## src/rtl/ppu_sprite_eval_fsm_if.sv

```systemverilog
// Sprite-evaluation port bundle: tile request, OAM read bus, two result slots and status.
// master = tile sequencer / OAM side, slave = ppu_sprite_eval_fsm.
interface ppu_sprite_eval_fsm_if;
    logic       start;
    logic [8:0] curr_row;
    logic [8:0] curr_col;
    logic [7:0] ppu_ctrl1;

    logic [7:0] oam_addr;
    logic [7:0] oam_data;

    logic       sprite_0_on_tile;
    logic [7:0] sprite_0_row;
    logic [7:0] sprite_0_tile_num;
    logic [7:0] sprite_0_attr;
    logic [7:0] sprite_0_col;
    logic       sprite_1_on_tile;
    logic [7:0] sprite_1_row;
    logic [7:0] sprite_1_tile_num;
    logic [7:0] sprite_1_attr;
    logic [7:0] sprite_1_col;

    logic       sprite_0_is_oam0;
    logic       sprite_overflow;
    logic       busy;
    logic       done;

    modport master (
        output start, curr_row, curr_col, ppu_ctrl1, oam_data,
        input  oam_addr,
        input  sprite_0_on_tile, sprite_0_row, sprite_0_tile_num, sprite_0_attr, sprite_0_col,
        input  sprite_1_on_tile, sprite_1_row, sprite_1_tile_num, sprite_1_attr, sprite_1_col,
        input  sprite_0_is_oam0, sprite_overflow, busy, done
    );

    modport slave (
        input  start, curr_row, curr_col, ppu_ctrl1, oam_data,
        output oam_addr,
        output sprite_0_on_tile, sprite_0_row, sprite_0_tile_num, sprite_0_attr, sprite_0_col,
        output sprite_1_on_tile, sprite_1_row, sprite_1_tile_num, sprite_1_attr, sprite_1_col,
        output sprite_0_is_oam0, sprite_overflow, busy, done
    );
endinterface

```

## src/rtl/ppu_sprite_eval_fsm.sv

```systemverilog
// Per-tile OAM scan keeping the first two sprites that cover curr_row and overlap the
// 8-pixel tile at curr_col. Define SPRITE_OVERFLOW_EN to keep scanning and flag a third hit.
module ppu_sprite_eval_fsm #(
    parameter int NUM_SPRITES = 64
) (
    input  logic                 clk,
    input  logic                 rst,
    ppu_sprite_eval_fsm_if.slave sif
);
    localparam int IW = (NUM_SPRITES > 1) ? $clog2(NUM_SPRITES) : 1;

    typedef enum logic [2:0] {IDLE, RD_Y, RD_X, RD_T, RD_A} state_t;

    state_t        state_reg, state_next;
    logic [IW-1:0] n_reg, n_next, n_inc;
    logic [1:0]    count_reg, count_next;
    logic [7:0]    oam_addr_reg, oam_addr_next;
    logic [7:0]    y_reg, y_next;
    logic [7:0]    x_reg, x_next;
    logic [7:0]    tile_reg, tile_next;
    logic          busy_reg, busy_next;
    logic          done_reg, done_next;
    logic          is_oam0_reg, is_oam0_next;
    logic          overflow_reg, overflow_next;

    logic          slot_clear;
    logic [1:0]    slot_load;
    logic          do_advance, do_finish;
    logic          last_sprite;
    logic [7:0]    entry_base, next_base;

    logic [9:0]         dy;
    logic signed [10:0] col_s, x_s;
    logic               y_hit, x_hit;
    logic               unused_ctrl_bits;

    assign n_inc       = n_reg + IW'(1);
    assign last_sprite = (n_reg == IW'(NUM_SPRITES - 1));
    assign entry_base  = 8'({n_reg, 2'b00});
    assign next_base   = 8'({n_inc, 2'b00});

    // Row test relies on 10-bit wrap: a sprite below the row gives a huge dy and misses.
    assign dy    = {1'b0, sif.curr_row} - {2'b00, y_reg};
    assign y_hit = dy < (sif.ppu_ctrl1[5] ? 10'd16 : 10'd8);

    assign col_s = {{2{sif.curr_col[8]}}, sif.curr_col};
    assign x_s   = {3'b000, sif.oam_data};
    assign x_hit = (x_s <= col_s + 11'sd7) && (x_s + 11'sd7 >= col_s);

    assign unused_ctrl_bits = ^{sif.ppu_ctrl1[7:6], sif.ppu_ctrl1[4:0]};

    always_ff @(posedge clk) begin
        if (rst) begin
            state_reg    <= IDLE;
            n_reg        <= '0;
            count_reg    <= '0;
            oam_addr_reg <= '0;
            y_reg        <= '0;
            x_reg        <= '0;
            tile_reg     <= '0;
            busy_reg     <= 1'b0;
            done_reg     <= 1'b0;
            is_oam0_reg  <= 1'b0;
            overflow_reg <= 1'b0;
        end else begin
            state_reg    <= state_next;
            n_reg        <= n_next;
            count_reg    <= count_next;
            oam_addr_reg <= oam_addr_next;
            y_reg        <= y_next;
            x_reg        <= x_next;
            tile_reg     <= tile_next;
            busy_reg     <= busy_next;
            done_reg     <= done_next;
            is_oam0_reg  <= is_oam0_next;
            overflow_reg <= overflow_next;
        end
    end

    always_comb begin
        state_next    = state_reg;
        n_next        = n_reg;
        count_next    = count_reg;
        oam_addr_next = oam_addr_reg;
        y_next        = y_reg;
        x_next        = x_reg;
        tile_next     = tile_reg;
        busy_next     = busy_reg;
        done_next     = 1'b0;
        is_oam0_next  = is_oam0_reg;
        overflow_next = overflow_reg;
        slot_clear    = 1'b0;
        slot_load     = 2'b00;
        do_advance    = 1'b0;
        do_finish     = 1'b0;

        case (state_reg)
            IDLE: begin
                if (sif.start) begin
                    slot_clear    = 1'b1;
                    is_oam0_next  = 1'b0;
                    overflow_next = 1'b0;
                    n_next        = '0;
                    count_next    = '0;
                    oam_addr_next = 8'h00;
                    busy_next     = 1'b1;
                    state_next    = RD_Y;
                end
            end
            RD_Y: begin
                y_next        = sif.oam_data;
                oam_addr_next = entry_base | 8'd3;
                state_next    = RD_X;
            end
            RD_X: begin
                x_next = sif.oam_data;
                if (y_hit && x_hit) begin
                    if (count_reg < 2'd2) begin
                        oam_addr_next = entry_base | 8'd1;
                        state_next    = RD_T;
                    end else begin
`ifdef SPRITE_OVERFLOW_EN
                        overflow_next = 1'b1;
`endif
                        do_finish = 1'b1;
                    end
                end else begin
                    do_advance = 1'b1;
                end
            end
            RD_T: begin
                tile_next     = sif.oam_data;
                oam_addr_next = entry_base | 8'd2;
                state_next    = RD_A;
            end
            RD_A: begin
                slot_load[count_reg[0]] = 1'b1;
                if (count_reg == 2'd0 && n_reg == '0)
                    is_oam0_next = 1'b1;
                count_next = count_reg + 2'd1;
`ifdef SPRITE_OVERFLOW_EN
                do_advance = 1'b1;
`else
                if (count_reg == 2'd1)
                    do_finish = 1'b1;
                else
                    do_advance = 1'b1;
`endif
            end
            default: state_next = IDLE;
        endcase

        if (do_advance && !last_sprite) begin
            n_next        = n_inc;
            oam_addr_next = next_base;
            state_next    = RD_Y;
        end
        if (do_finish || (do_advance && last_sprite)) begin
            done_next  = 1'b1;
            busy_next  = 1'b0;
            state_next = IDLE;
        end
    end

    // Result slots: slot index equals hit order, so OAM priority is kept.
    genvar gi;
    generate
        for (gi = 0; gi < 2; gi++) begin : g_slot
            logic       slot_on_reg;
            logic [7:0] slot_row_reg, slot_tile_reg, slot_attr_reg, slot_col_reg;

            always_ff @(posedge clk) begin
                if (rst || slot_clear) begin
                    slot_on_reg   <= 1'b0;
                    slot_row_reg  <= '0;
                    slot_tile_reg <= '0;
                    slot_attr_reg <= '0;
                    slot_col_reg  <= '0;
                end else if (slot_load[gi]) begin
                    slot_on_reg   <= 1'b1;
                    slot_row_reg  <= y_reg;
                    slot_tile_reg <= tile_reg;
                    slot_attr_reg <= sif.oam_data;
                    slot_col_reg  <= x_reg;
                end
            end
        end
    endgenerate

    assign sif.oam_addr          = oam_addr_reg;
    assign sif.busy              = busy_reg;
    assign sif.done              = done_reg;
    assign sif.sprite_0_is_oam0  = is_oam0_reg;
    assign sif.sprite_overflow   = overflow_reg;

    assign sif.sprite_0_on_tile  = g_slot[0].slot_on_reg;
    assign sif.sprite_0_row      = g_slot[0].slot_row_reg;
    assign sif.sprite_0_tile_num = g_slot[0].slot_tile_reg;
    assign sif.sprite_0_attr     = g_slot[0].slot_attr_reg;
    assign sif.sprite_0_col      = g_slot[0].slot_col_reg;
    assign sif.sprite_1_on_tile  = g_slot[1].slot_on_reg;
    assign sif.sprite_1_row      = g_slot[1].slot_row_reg;
    assign sif.sprite_1_tile_num = g_slot[1].slot_tile_reg;
    assign sif.sprite_1_attr     = g_slot[1].slot_attr_reg;
    assign sif.sprite_1_col      = g_slot[1].slot_col_reg;
endmodule

```

## src/flat_wrapper.sv

```systemverilog
// flat-port wrapper written by rule: the top's interface ports become plain ports
module ppu_sprite_eval_fsm_flat 
#(
    parameter int NUM_SPRITES = 64
)
  (clk, rst, sif_start, sif_curr_row, sif_curr_col, sif_ppu_ctrl1, sif_oam_data, sif_oam_addr, sif_sprite_0_on_tile, sif_sprite_0_row, sif_sprite_0_tile_num, sif_sprite_0_attr, sif_sprite_0_col, sif_sprite_1_on_tile, sif_sprite_1_row, sif_sprite_1_tile_num, sif_sprite_1_attr, sif_sprite_1_col, sif_sprite_0_is_oam0, sif_sprite_overflow, sif_busy, sif_done);
  ppu_sprite_eval_fsm_if sif_i ();
  input  logic clk;
  input  logic rst;
  input wire logic [$bits(sif_i.start)-1:0] sif_start;
  input wire logic [$bits(sif_i.curr_row)-1:0] sif_curr_row;
  input wire logic [$bits(sif_i.curr_col)-1:0] sif_curr_col;
  input wire logic [$bits(sif_i.ppu_ctrl1)-1:0] sif_ppu_ctrl1;
  input wire logic [$bits(sif_i.oam_data)-1:0] sif_oam_data;
  output wire logic [$bits(sif_i.oam_addr)-1:0] sif_oam_addr;
  output wire logic [$bits(sif_i.sprite_0_on_tile)-1:0] sif_sprite_0_on_tile;
  output wire logic [$bits(sif_i.sprite_0_row)-1:0] sif_sprite_0_row;
  output wire logic [$bits(sif_i.sprite_0_tile_num)-1:0] sif_sprite_0_tile_num;
  output wire logic [$bits(sif_i.sprite_0_attr)-1:0] sif_sprite_0_attr;
  output wire logic [$bits(sif_i.sprite_0_col)-1:0] sif_sprite_0_col;
  output wire logic [$bits(sif_i.sprite_1_on_tile)-1:0] sif_sprite_1_on_tile;
  output wire logic [$bits(sif_i.sprite_1_row)-1:0] sif_sprite_1_row;
  output wire logic [$bits(sif_i.sprite_1_tile_num)-1:0] sif_sprite_1_tile_num;
  output wire logic [$bits(sif_i.sprite_1_attr)-1:0] sif_sprite_1_attr;
  output wire logic [$bits(sif_i.sprite_1_col)-1:0] sif_sprite_1_col;
  output wire logic [$bits(sif_i.sprite_0_is_oam0)-1:0] sif_sprite_0_is_oam0;
  output wire logic [$bits(sif_i.sprite_overflow)-1:0] sif_sprite_overflow;
  output wire logic [$bits(sif_i.busy)-1:0] sif_busy;
  output wire logic [$bits(sif_i.done)-1:0] sif_done;
  assign sif_i.start = sif_start;
  assign sif_i.curr_row = sif_curr_row;
  assign sif_i.curr_col = sif_curr_col;
  assign sif_i.ppu_ctrl1 = sif_ppu_ctrl1;
  assign sif_i.oam_data = sif_oam_data;
  assign sif_oam_addr = sif_i.oam_addr;
  assign sif_sprite_0_on_tile = sif_i.sprite_0_on_tile;
  assign sif_sprite_0_row = sif_i.sprite_0_row;
  assign sif_sprite_0_tile_num = sif_i.sprite_0_tile_num;
  assign sif_sprite_0_attr = sif_i.sprite_0_attr;
  assign sif_sprite_0_col = sif_i.sprite_0_col;
  assign sif_sprite_1_on_tile = sif_i.sprite_1_on_tile;
  assign sif_sprite_1_row = sif_i.sprite_1_row;
  assign sif_sprite_1_tile_num = sif_i.sprite_1_tile_num;
  assign sif_sprite_1_attr = sif_i.sprite_1_attr;
  assign sif_sprite_1_col = sif_i.sprite_1_col;
  assign sif_sprite_0_is_oam0 = sif_i.sprite_0_is_oam0;
  assign sif_sprite_overflow = sif_i.sprite_overflow;
  assign sif_busy = sif_i.busy;
  assign sif_done = sif_i.done;
  ppu_sprite_eval_fsm #(.NUM_SPRITES(NUM_SPRITES)) u_core (.clk(clk), .rst(rst), .sif(sif_i));
endmodule
```

## config.mk

```make
export PLATFORM = sky130hd
export DESIGN_NAME = ppu_sprite_eval_fsm_flat
export DESIGN_NICKNAME = d
export VERILOG_FILES = /design/src/rtl/ppu_sprite_eval_fsm_if.sv /design/src/rtl/ppu_sprite_eval_fsm.sv /design/src/flat_wrapper.sv
export SDC_FILE = /design/constraint.sdc
export NUM_CORES = 1
export LEC_CHECK = 0
export CAP_MARGIN = 20
export CORE_MARGIN = 1
export CORE_UTILIZATION = 46
export DETAILED_ROUTE_END_ITERATION = 7
export PLACE_DENSITY = 0.75
export SLEW_MARGIN = 20
export SYNTH_ARGS = -nofsm -noshare
export SYNTH_HDL_FRONTEND = slang
export SYNTH_SLANG_ARGS = --single-unit
```

## constraint.sdc

```tcl
create_clock -name clk -period 3.2 [get_ports clk]
set_input_delay 0.32 -clock clk [delete_from_list [all_inputs] [get_ports clk]]
set_output_delay 0.32 -clock clk [all_outputs]
set_load 0.02 [all_outputs]
```

* After elaboration in Yosys (flattened, before gate mapping)
Cells that the tools add are included.
Word-level totals: register bits after elaboration 112, bits in latches 0, memory bits (writable) 0, memory bits (read-only) 0, bits of input ports 37, output and inout port bits 78, word-level logic and storage cells 108, memories kept 0
Operators by class: add/sub/neg operators 5, multiply operators 0, div/mod/pow operators 0, $lt $le $gt $ge 6, eq/ne operators 14, shift operators 0, multiplexer cells 32, bitwise gates (word level) 1, reductions and logical operators 28
Operators with widths (count):
- 2-to-1 mux 8 bit | 4
- case mux 8 bit (4 select lines) | 1
- 2-to-1 mux 6 bit | 3
- AND reduction 4 bit | 4
- case mux 3 bit (5 select lines) | 1
- 2-to-1 mux 1 bit | 12
- less-or-equal comparator 9 x 11 -> 1 bit | 1
- adder 9 x 4 -> 10 bit, second input constant | 1
- >= comparator 10 x 9 -> 1 bit | 1
- less-than comparator 10 bit | 1
- subtractor 9 x 8 -> 10 bit | 1
- adder 8 x 3 -> 9 bit, second input constant | 1
- 2-to-1 mux 3 bit | 3
- != test 2 x 1 -> 1 bit, second input constant | 4
- adder 6 x 1 -> 6 bit, second input constant | 1
- equality test 3 x 2 -> 1 bit, second input constant | 2
- equality test 6 bit, second input constant | 1
- logical AND 1 bit | 6
- zero test 6 bit | 1
- != test 3 x 1 -> 1 bit, second input constant | 2
- case mux 1 bit (2 select lines) | 3
- AND reduction 2 bit | 3
- nonzero test 2 bit | 3
- 2-to-1 mux 5 bit | 1
- other kinds (22) | 25

* Logic depth before layout (Yosys ltp)
Gate-level depths: netlist of the first run.
depth after elaboration 9, gate-level depth with buffers 16, mapped depth without buffers 15

* Worst setup path after synthesis of the first run
Ideal clock, no wire load.
path kind input port to flip-flop, from input sif_curr_col[0], to register u_core.oam_addr_reg[5], in the netlist u_core.sif.oam_addr[5], library setup time 122 ps, arrival time 2896 ps, data required time 3078 ps, path slack 182 ps, cell stages on the path 14, buffers on the path 1, cell sequence o31ai_1 nor2_1 xnor2_1 ha_1 nand3_1 nor2_1 and4_1 a311oi_1 nor2_4 nand4_4 nand3_4 and2_4 buf_6 o311a_1
On the way: longest elaborated chain between the ends 9, elaborated cells on any way between the ends 14, classes of those cells 1 x add/sub; 2 x order compare; 3 x eq/ne; 3 x mux; 5 x reduce/logical
RTL lines:
- start, declared | RTL line flat_wrapper.sv:12 | input wire logic [$bits(sif_i.curr_col)-1:0] sif_curr_col;
- adder 9 x 4 -> 10 bit | RTL line ppu_sprite_eval_fsm.sv:48 | assign x_hit = (x_s <= col_s + 11'sd7) && (x_s + 11'sd7 >= col_s);
- less-or-equal comparator 9 x 11 -> 1 bit | RTL line ppu_sprite_eval_fsm.sv:48
- logical AND 1 bit (*) | RTL line ppu_sprite_eval_fsm.sv:48
- logical AND 1 bit (*) | RTL line ppu_sprite_eval_fsm.sv:117 | if (y_hit && x_hit) begin
- 2-to-1 mux 1 bit | RTL line ppu_sprite_eval_fsm.sv:117
- case mux 1 bit (2 select lines) | RTL line ppu_sprite_eval_fsm.sv:97 | case (state_reg)
- logical AND 1 bit | RTL line ppu_sprite_eval_fsm.sv:153 | if (do_advance && !last_sprite) begin
- != test 3 x 1 -> 1 bit (no source line) (tied with other cells)
- AND reduction 4 bit (no source line)
- end signal, assigned | RTL line ppu_sprite_eval_fsm.sv:69 | oam_addr_reg <= oam_addr_next;
- end, declared | RTL line ppu_sprite_eval_fsm.sv:17 | logic [7:0] oam_addr_reg, oam_addr_next;
Every way passes the cells marked *; elsewhere a longest branch is shown, timed or not. A chain may end at the register's enable or synchronous reset.

* Worst setup path in the final report of the first run
from input sif_oam_data[1], to register u_core.oam_addr_reg[5], in the netlist u_core.sif.oam_addr[5]
On the way: longest elaborated chain between the ends 9, elaborated cells on any way between the ends 14, classes of those cells 1 x add/sub; 2 x order compare; 3 x eq/ne; 3 x mux; 5 x reduce/logical
RTL lines:
- start, declared | RTL line flat_wrapper.sv:14 | input wire logic [$bits(sif_i.oam_data)-1:0] sif_oam_data;
- adder 8 x 3 -> 9 bit | RTL line ppu_sprite_eval_fsm.sv:48
- >= comparator 10 x 9 -> 1 bit | RTL line ppu_sprite_eval_fsm.sv:48
- logical AND 1 bit (*) | RTL line ppu_sprite_eval_fsm.sv:48
- logical AND 1 bit (*) | RTL line ppu_sprite_eval_fsm.sv:117
- 2-to-1 mux 1 bit | RTL line ppu_sprite_eval_fsm.sv:117
- case mux 1 bit (2 select lines) | RTL line ppu_sprite_eval_fsm.sv:97
- logical AND 1 bit | RTL line ppu_sprite_eval_fsm.sv:153
- != test 3 x 1 -> 1 bit (no source line) (tied with other cells)
- AND reduction 4 bit (no source line)
Marked as above.

==> flow_summary.json, run 1 <==
{
  "clock_latency_ns": 0.35,
  "ys_seq_elements": 112,
  "clock_skew_ns": 0.00710,
  "tightest_slew_ns": 0.671,
  "n_antenna_cell": 0,
  "gp_congestion": 0.865,
  "cts_max_level": 3,
  "num_rows": 38,
  "setup-violations-final": 0,
  "synthAdderAreaFrac": 0.0708,
  "vdd_drop_max_uv": 338,
  "gr-usage-all-layers": 0.249,
  "switching_share": 0.305,
  "syn_area_per_cell_um2": 7.97,
  "hold_viol": 0,
  "vias_per_cell": 5.37,
  "seqCellArea_um2": 2240,
  "pwr_density_cell_nw_per_um2": 500,
  "p_leak_nw": 2.76,
  "path_depth": 13,
  "dp_cells": 926,
  "status": "completed",
  "muxShareOfSynthArea": 0.0267,
  "syn2layout_area_growth_pct": 35.5,
  "setup-tns-final_ns": 0,
  "first_pass_iters": 6,
  "seq_power_share": 0.422,
  "gr-total-overflow": 0,
  "yosysTopAreaCellShare": 0.423,
  "wl_mm": 14.8,
  "cp_cell_sequence": "clkdlybuf4s50_1 -> buf_4 -> nor3_1 -> nor2_1 -> nand3_1 -> xnor2_1 -> ha_1 -> nand4_1 -> o31ai_1 -> and3_4 -> a41oi_4 -> and2_4 -> o311a_1",
  "stdcell_count": 945,
  "detail-route-antenna-nets": 0,
  "switchingPower_mw": 1.10,
  "synth_compound_area_frac": 0.160,
  "holdWs_ns": 0.454,
  "synth_xor_area_frac": 0.0297,
  "fin_area_um2": 7180,
  "required_ns": 3.44,
  "ys.flop_type": "dfxtp_1",
  "cts_tree": "yes",
  "cts_max_path_buffers": 2,
  "min_from": "u_core.sif.sprite_1_attr[2]",
  "synth_edf_count": 0,
  "coreArea_um2": 11000,
  "critPathKind": "primary input to flop",
  "placed_area_um2": 6790,
  "hpwl_mm": 10.7,
  "synthSimpleGateAreaFrac": 0.235,
  "critical_path.slowest_cell": "clkdlybuf4s50_1",
  "hold_path.class": "flop to flop",
  "fin_crit_ns": 3.04,
  "crit_fanout": 6,
  "slew_headroom": 0.551,
  "grt_pass1_wl_mm": 22.8,
  "multi_input_area_um2": 2820,
  "grt_pass1_vias": 4766,
  "end_kind": "flop",
  "root_buffer": "clkbuf_16",
  "p_int_mw": 2.49,
  "worst_hold_path.num_cells": 2,
  "startpoint_type": "primary input",
  "drt_iter0_drc": 261,
  "detail_route.wl_per_cell_um": 15.7,
  "port_buffers": 106,
  "antenna_found_initial": 0,
  "yosys.area.top_type": "dfxtp_1",
  "synthArstFlopShare": 0,
  "synth_area_leaders": "dfxtp_1 42%, nand2_1 12%, a21oi_1 9.2%, ha_1 7.1%, nor2_1 4.0%",
  "syn_area_um2": 5300,
  "slew_violations": 0,
  "ys_warn_count": 0,
  "maxCapViolations": 0,
  "dieWidth_um": 109,
  "ios": 115,
  "netlist-cell-type-count": 57,
  "drcViolationCount": 0,
  "worst-path-buf-inv": 2,
  "vias": 5079,
  "chipHeight_um": 109,
  "reg2regPathDepth": 13,
  "yosys-top-cells-count": "165 x nand2_1, 112 x dfxtp_1, 97 x a21oi_1",
  "cts.sinks": 112,
  "cp.arrival_ns": 3.27,
  "crit_family": "simple AND/OR/NAND/NOR gates",
  "syn_inst": 665,
  "cts_buffers": 9,
  "max_stage_delay_ns": 0.48,
  "combinationalPowerShare": 0.253,
  "syn-num-nets": 732,
  "grt_start_max_net_pins": 67,
  "yosysSeqAreaShare": 0.423,
  "nNetsFinal": 867,
  "synth_top_family_by_area": "simple AND/OR/NAND/NOR gates",
  "die_area_um2": 12000,
  "min_period_over_period": 0.949,
  "p_total_mw": 3.59,
  "fillers": 934,
  "synth_most_common_cell": "nand2_1",
  "fmax_mhz": 329,
  "clockPowerShare": 0.324,
  "clk_pin_slew_ns": 0.07,
  "rr_startpoint": "u_core.y_reg[1]",
  "drive_gt1_frac": 0.118,
  "start_util": 0.481,
  "crit_start": "sif_oam_data[1]"
}
==> power groups by stage <==
stage	Combinational, mW	Sequential [mW]	Clock [mW]
after CTS	0.869	1.51	1.18
after global routing	0.988	1.52	1.24
after floorplan	0.529	1.56	0
after detailed placement	0.863	1.55	0
final	0.909	1.52	1.16
after global placement	0.840	1.54	0
==> metal layers <==
metal  vias up  global-route usage  share of wire
met5         -                   0              0
met4         0              0.0790          0.019
met3        23              0.0474          0.055
met2       173               0.433           0.50
met1      2390               0.310           0.43
li1       2493                   -              -
==> tightest hold or removal path, cell delays in order, from the launching register on <==
cell and delay [ns]:
dfxtp_1 0.31, nand2_1 0.05, a21oi_1 0.05
==> metrics by stage <==
| step | setup slack, ns | utilization |
|---|---|---|
| floorplan | 0.182 | - |
| global placement | -0.319 | 0.616 |
| detailed placement | -0.376 | 0.616 |
| CTS | 0.00429 | 0.645 |
| global route | -0.00326 | 0.651 |
| finish | 0.165 | 0.651 |
==> cells in the final DEF, fill, tap and decap left out, types with 3 or more instances in the layout <==
| master | n |
|---|---|
| buf_4 | 52 |
| clkbuf_16 | 9 |
| a21oi_1 | 96 |
| xnor2_1 | 13 |
| nand3_1 | 16 |
| dfxtp_1 | 112 |
| nand3b_1 | 3 |
| dlymetal6s2s_1 | 3 |
| nor2_1 | 54 |
| nand2_1 | 164 |
| ha_1 | 30 |
| nand4_1 | 6 |
| o31ai_1 | 3 |
| inv_1 | 34 |
| and3_1 | 4 |
| o21ai_0 | 3 |
| nor3_1 | 10 |
| clkdlybuf4s50_1 | 103 |
| a21o_1 | 5 |
| xor2_1 | 5 |
| mux2i_1 | 13 |
| o21a_1 | 4 |
==> worst paths after layout <==
path | end | slack (ns)
min reg2reg | u_core.sif.sprite_1_attr[2] | 0.45
min | u_core.sif.sprite_1_attr[2] | 0.45
max reg2reg | u_core.sif.oam_addr[5] | 0.17
max | u_core.sif.oam_addr[5] | 0.16
==> cell families (layout without fill, tap and decap cells) <==
| logic type | Yosys count | in the layout |
|---|---|---|
| and+or+nand+nor | 284 | 284 |
| AOI/OAI and AO/OA | 135 | 135 |
| DFF | 112 | 112 |
| buffers and inverters | 71 | 211 |
| adders and majority gates | 30 | 30 |
| xor gates and xnor gates | 18 | 18 |
| muxes | 14 | 14 |
| other | 1 | 1 |
==> repair_timing <==
action                     CTS  global route
resized for setup            1            14
setup endpoints to repair    2            16
pin swaps                    0             5
hold buffers                 0             0
buffers inserted             0             3
==> final cells by class <==
cell class              count  share of cell area
multi-input cells         482               0.393
clock buffers              10              0.0319
flip-flops and latches    112               0.312
repair buffers            161               0.209
clock inverters             6              0.0120
well taps                 140              0.0244
inverters                  34              0.0178
No activity file was read; power rests on OpenSTA's default activity.
==> inputs of run 2 (changes only) <==
--- a/config.mk
+++ b/config.mk
@@ -6,11 +6,12 @@
 export NUM_CORES = 1
 export LEC_CHECK = 0
 export CAP_MARGIN = 20
-export CORE_MARGIN = 1
-export CORE_UTILIZATION = 46
+export CORE_UTILIZATION = 57
 export DETAILED_ROUTE_END_ITERATION = 7
-export PLACE_DENSITY = 0.75
+export DONT_BUFFER_PORTS = 1
+export PLACE_DENSITY = 0.74
 export SLEW_MARGIN = 20
 export SYNTH_ARGS = -nofsm -noshare
 export SYNTH_HDL_FRONTEND = slang
 export SYNTH_SLANG_ARGS = --single-unit
+export TNS_END_PERCENT = 10
==> flow_summary.json, run 2 (synthesis results as in run 1) <==
{
  "clock_latency_ns": 0.37,
  "fillers": 763,
  "slew_violations": 0,
  "num_rows": 34,
  "drt_iter0_drc": 188,
  "die_area_um2": 9690,
  "cts_tree": "yes",
  "use_met3": 0.0716,
  "first_pass_iters": 7,
  "cts_buffers": 9,
  "vias_per_cell": 5.81,
  "port_buffers": 0,
  "switchingPower_mw": 0.991,
  "gr-total-overflow": 0,
  "violations": "DRC",
  "dieWidth_um": 98.5,
  "pwr_density_cell_nw_per_um2": 545,
  "clock_skew_ns": 0.0187,
  "antenna_found_initial": 0,
  "cts.sinks": 112,
  "max_stage_delay_ns": 0.40,
  "cp.arrival_ns": 3.32,
  "end_kind": "flop",
  "grt_start_max_net_pins": 34,
  "fin_area_um2": 5720,
  "final_common_cell": "nand2_1",
  "gr-usage-all-layers": 0.273,
  "met1_usage": 0.334,
  "tightest_slew_ns": 0.658,
  "p_leak_nw": 2.12,
  "setup-violations-final": 0,
  "fin_crit_ns": 3.02,
  "start_util": 0.599,
  "coreArea_um2": 8850,
  "root_buffer": "clkbuf_8",
  "critPathKind": "flop to flop",
  "chipHeight_um": 98.5,
  "clockPowerShare": 0.290,
  "p_int_mw": 2.13,
  "maxCapViolations": 0,
  "startpoint_type": "flop",
  "cts_max_level": 3,
  "gp_congestion": 0.872,
  "wl_mm": 13.2,
  "fmax_mhz": 331,
  "seq_power_share": 0.496,
  "syn2layout_area_growth_pct": 7.88,
  "detail_route.wl_per_cell_um": 17.1,
  "slew_headroom": 0.560,
  "nNetsFinal": 725,
  "gr-usage-met2": 0.468,
  "min_period_over_period": 0.945,
  "cp_cell_sequence": "inv_1 -> ha_4 -> a2111oi_4 -> nor2_1 -> xnor2_1 -> ha_1 -> nor2_1 -> nand2_1 -> a211o_1 -> nor3_1 -> nand3_1 -> mux2i_2 -> o221ai_2 -> nor3b_2",
  "top_usage_layer": "met2",
  "status": "complete, but fails checks",
  "grt_pass1_vias": 4306,
  "vias": 4477,
  "hold_viol": 0,
  "drive_gt1_frac": 0.0814,
  "ios": 115,
  "vdd_drop_max_uv": 327,
  "critical_path.slowest_cell": "a2111oi_4",
  "clk_pin_slew_ns": 0.11,
  "grt_pass1_wl_mm": 21.0,
  "hpwl_mm": 9.15,
  "crit_top_cell": "nor2_1",
  "utilization": 0.646,
  "switching_share": 0.318,
  "combinationalPowerShare": 0.214,
  "placed_area_um2": 5390,
  "required_ns": 3.49,
  "crit_fanout": 4,
  "drcViolationCount": 6,
  "n_antenna_cell": 0,
  "hold_path.class": "primary input to flop",
  "cts_max_path_buffers": 2,
  "final_cell_mix": "164 x nand2_1, 111 x dfxtp_1, 97 x a21oi_1",
  "detail-route-antenna-nets": 0
}
-- run 2: cell count changes in the layout (fill, tap and decap cells not counted), sizes merged --
cell	delta
clkdlybuf4s50	-103
buf	-42
dlygate4sd3	+6
dlymetal6s2s	-3
clkinv	-1
clkinvlp	+1
-- run 2: metrics by stage --
step | instances | setup TNS (ns) | hold slack [ns] | worst slack [ns] | total power [mW]
after detailed placement | 748 | 0 | 0.389 | 0.0342 | 2.21
final | 771 | 0 | 0.0213 | 0.175 | 3.12
after global placement | 748 | 0 | 0.390 | 0.0291 | 2.19
after global routing | 771 | -0.0583 | -0.00114 | -0.0289 | 3.27
after floorplan | 665 | 0 | 0.445 | 0.182 | 2.08
after CTS | 767 | 0 | 0.00221 | 0.133 | 3.10
-- run 2: final cells by class --
type,instances,area [µm²],share of cell area
sequential,112,2240,0.392
multi-input combinational,482,2820,0.493
clock buffer,10,138,0.0241
tap,108,135,0.0236
timing repair buffer,19,170,0.0297
clock inverter,6,87.6,0.0153
inverter,34,128,0.0223
-- run 2: routing by layer --
metal	routed length, µm	up-vias
li1	-	2202
met1	5600	2125
met2	6430	133
met3	963	17
met4	193	0
met5	0	-
-- run 2: repair_timing --
action / CTS / global route
endpoints found under the hold margin: 8 / 7
hold buffers: 3 / 3
buffers inserted: 0 / 1
resized for setup: 0 / 7
endpoints found under the setup margin: 0 / 12
-- run 2: final timing paths --
check	slack [ns]	end	cells past startpoint	from
worst max-delay path	0.18	u_core.state_reg[1]	14	u_core.y_reg[1]
worst min-delay path	0.02	u_core.y_reg[3]	1	rst
worst max register to register	0.18	u_core.state_reg[1]	14	u_core.y_reg[1]
worst min register to register	0.47	u_core.sif.sprite_0_row[1]	2	u_core.y_reg[1]
-- run 2: power groups by stage --
stage	Sequential [mW]	Clock [mW]	Combinational, mW
after floorplan	1.56	0	0.529
after global placement	1.58	0	0.615
after detailed placement	1.58	0	0.634
after CTS	1.55	0.914	0.644
after global routing	1.56	0.971	0.744
final	1.55	0.904	0.667
-- run 2: worst max-delay path, delay by kind of cell (launching register included) --
kind	cells	cell delay [ns]
mux	1	0.26
buf+inv	1	0.14
simple gates	6	0.77
xor+xnor	1	0.14
flops	1	0.34
fa+ha+maj	2	0.42
compound gates	3	0.88
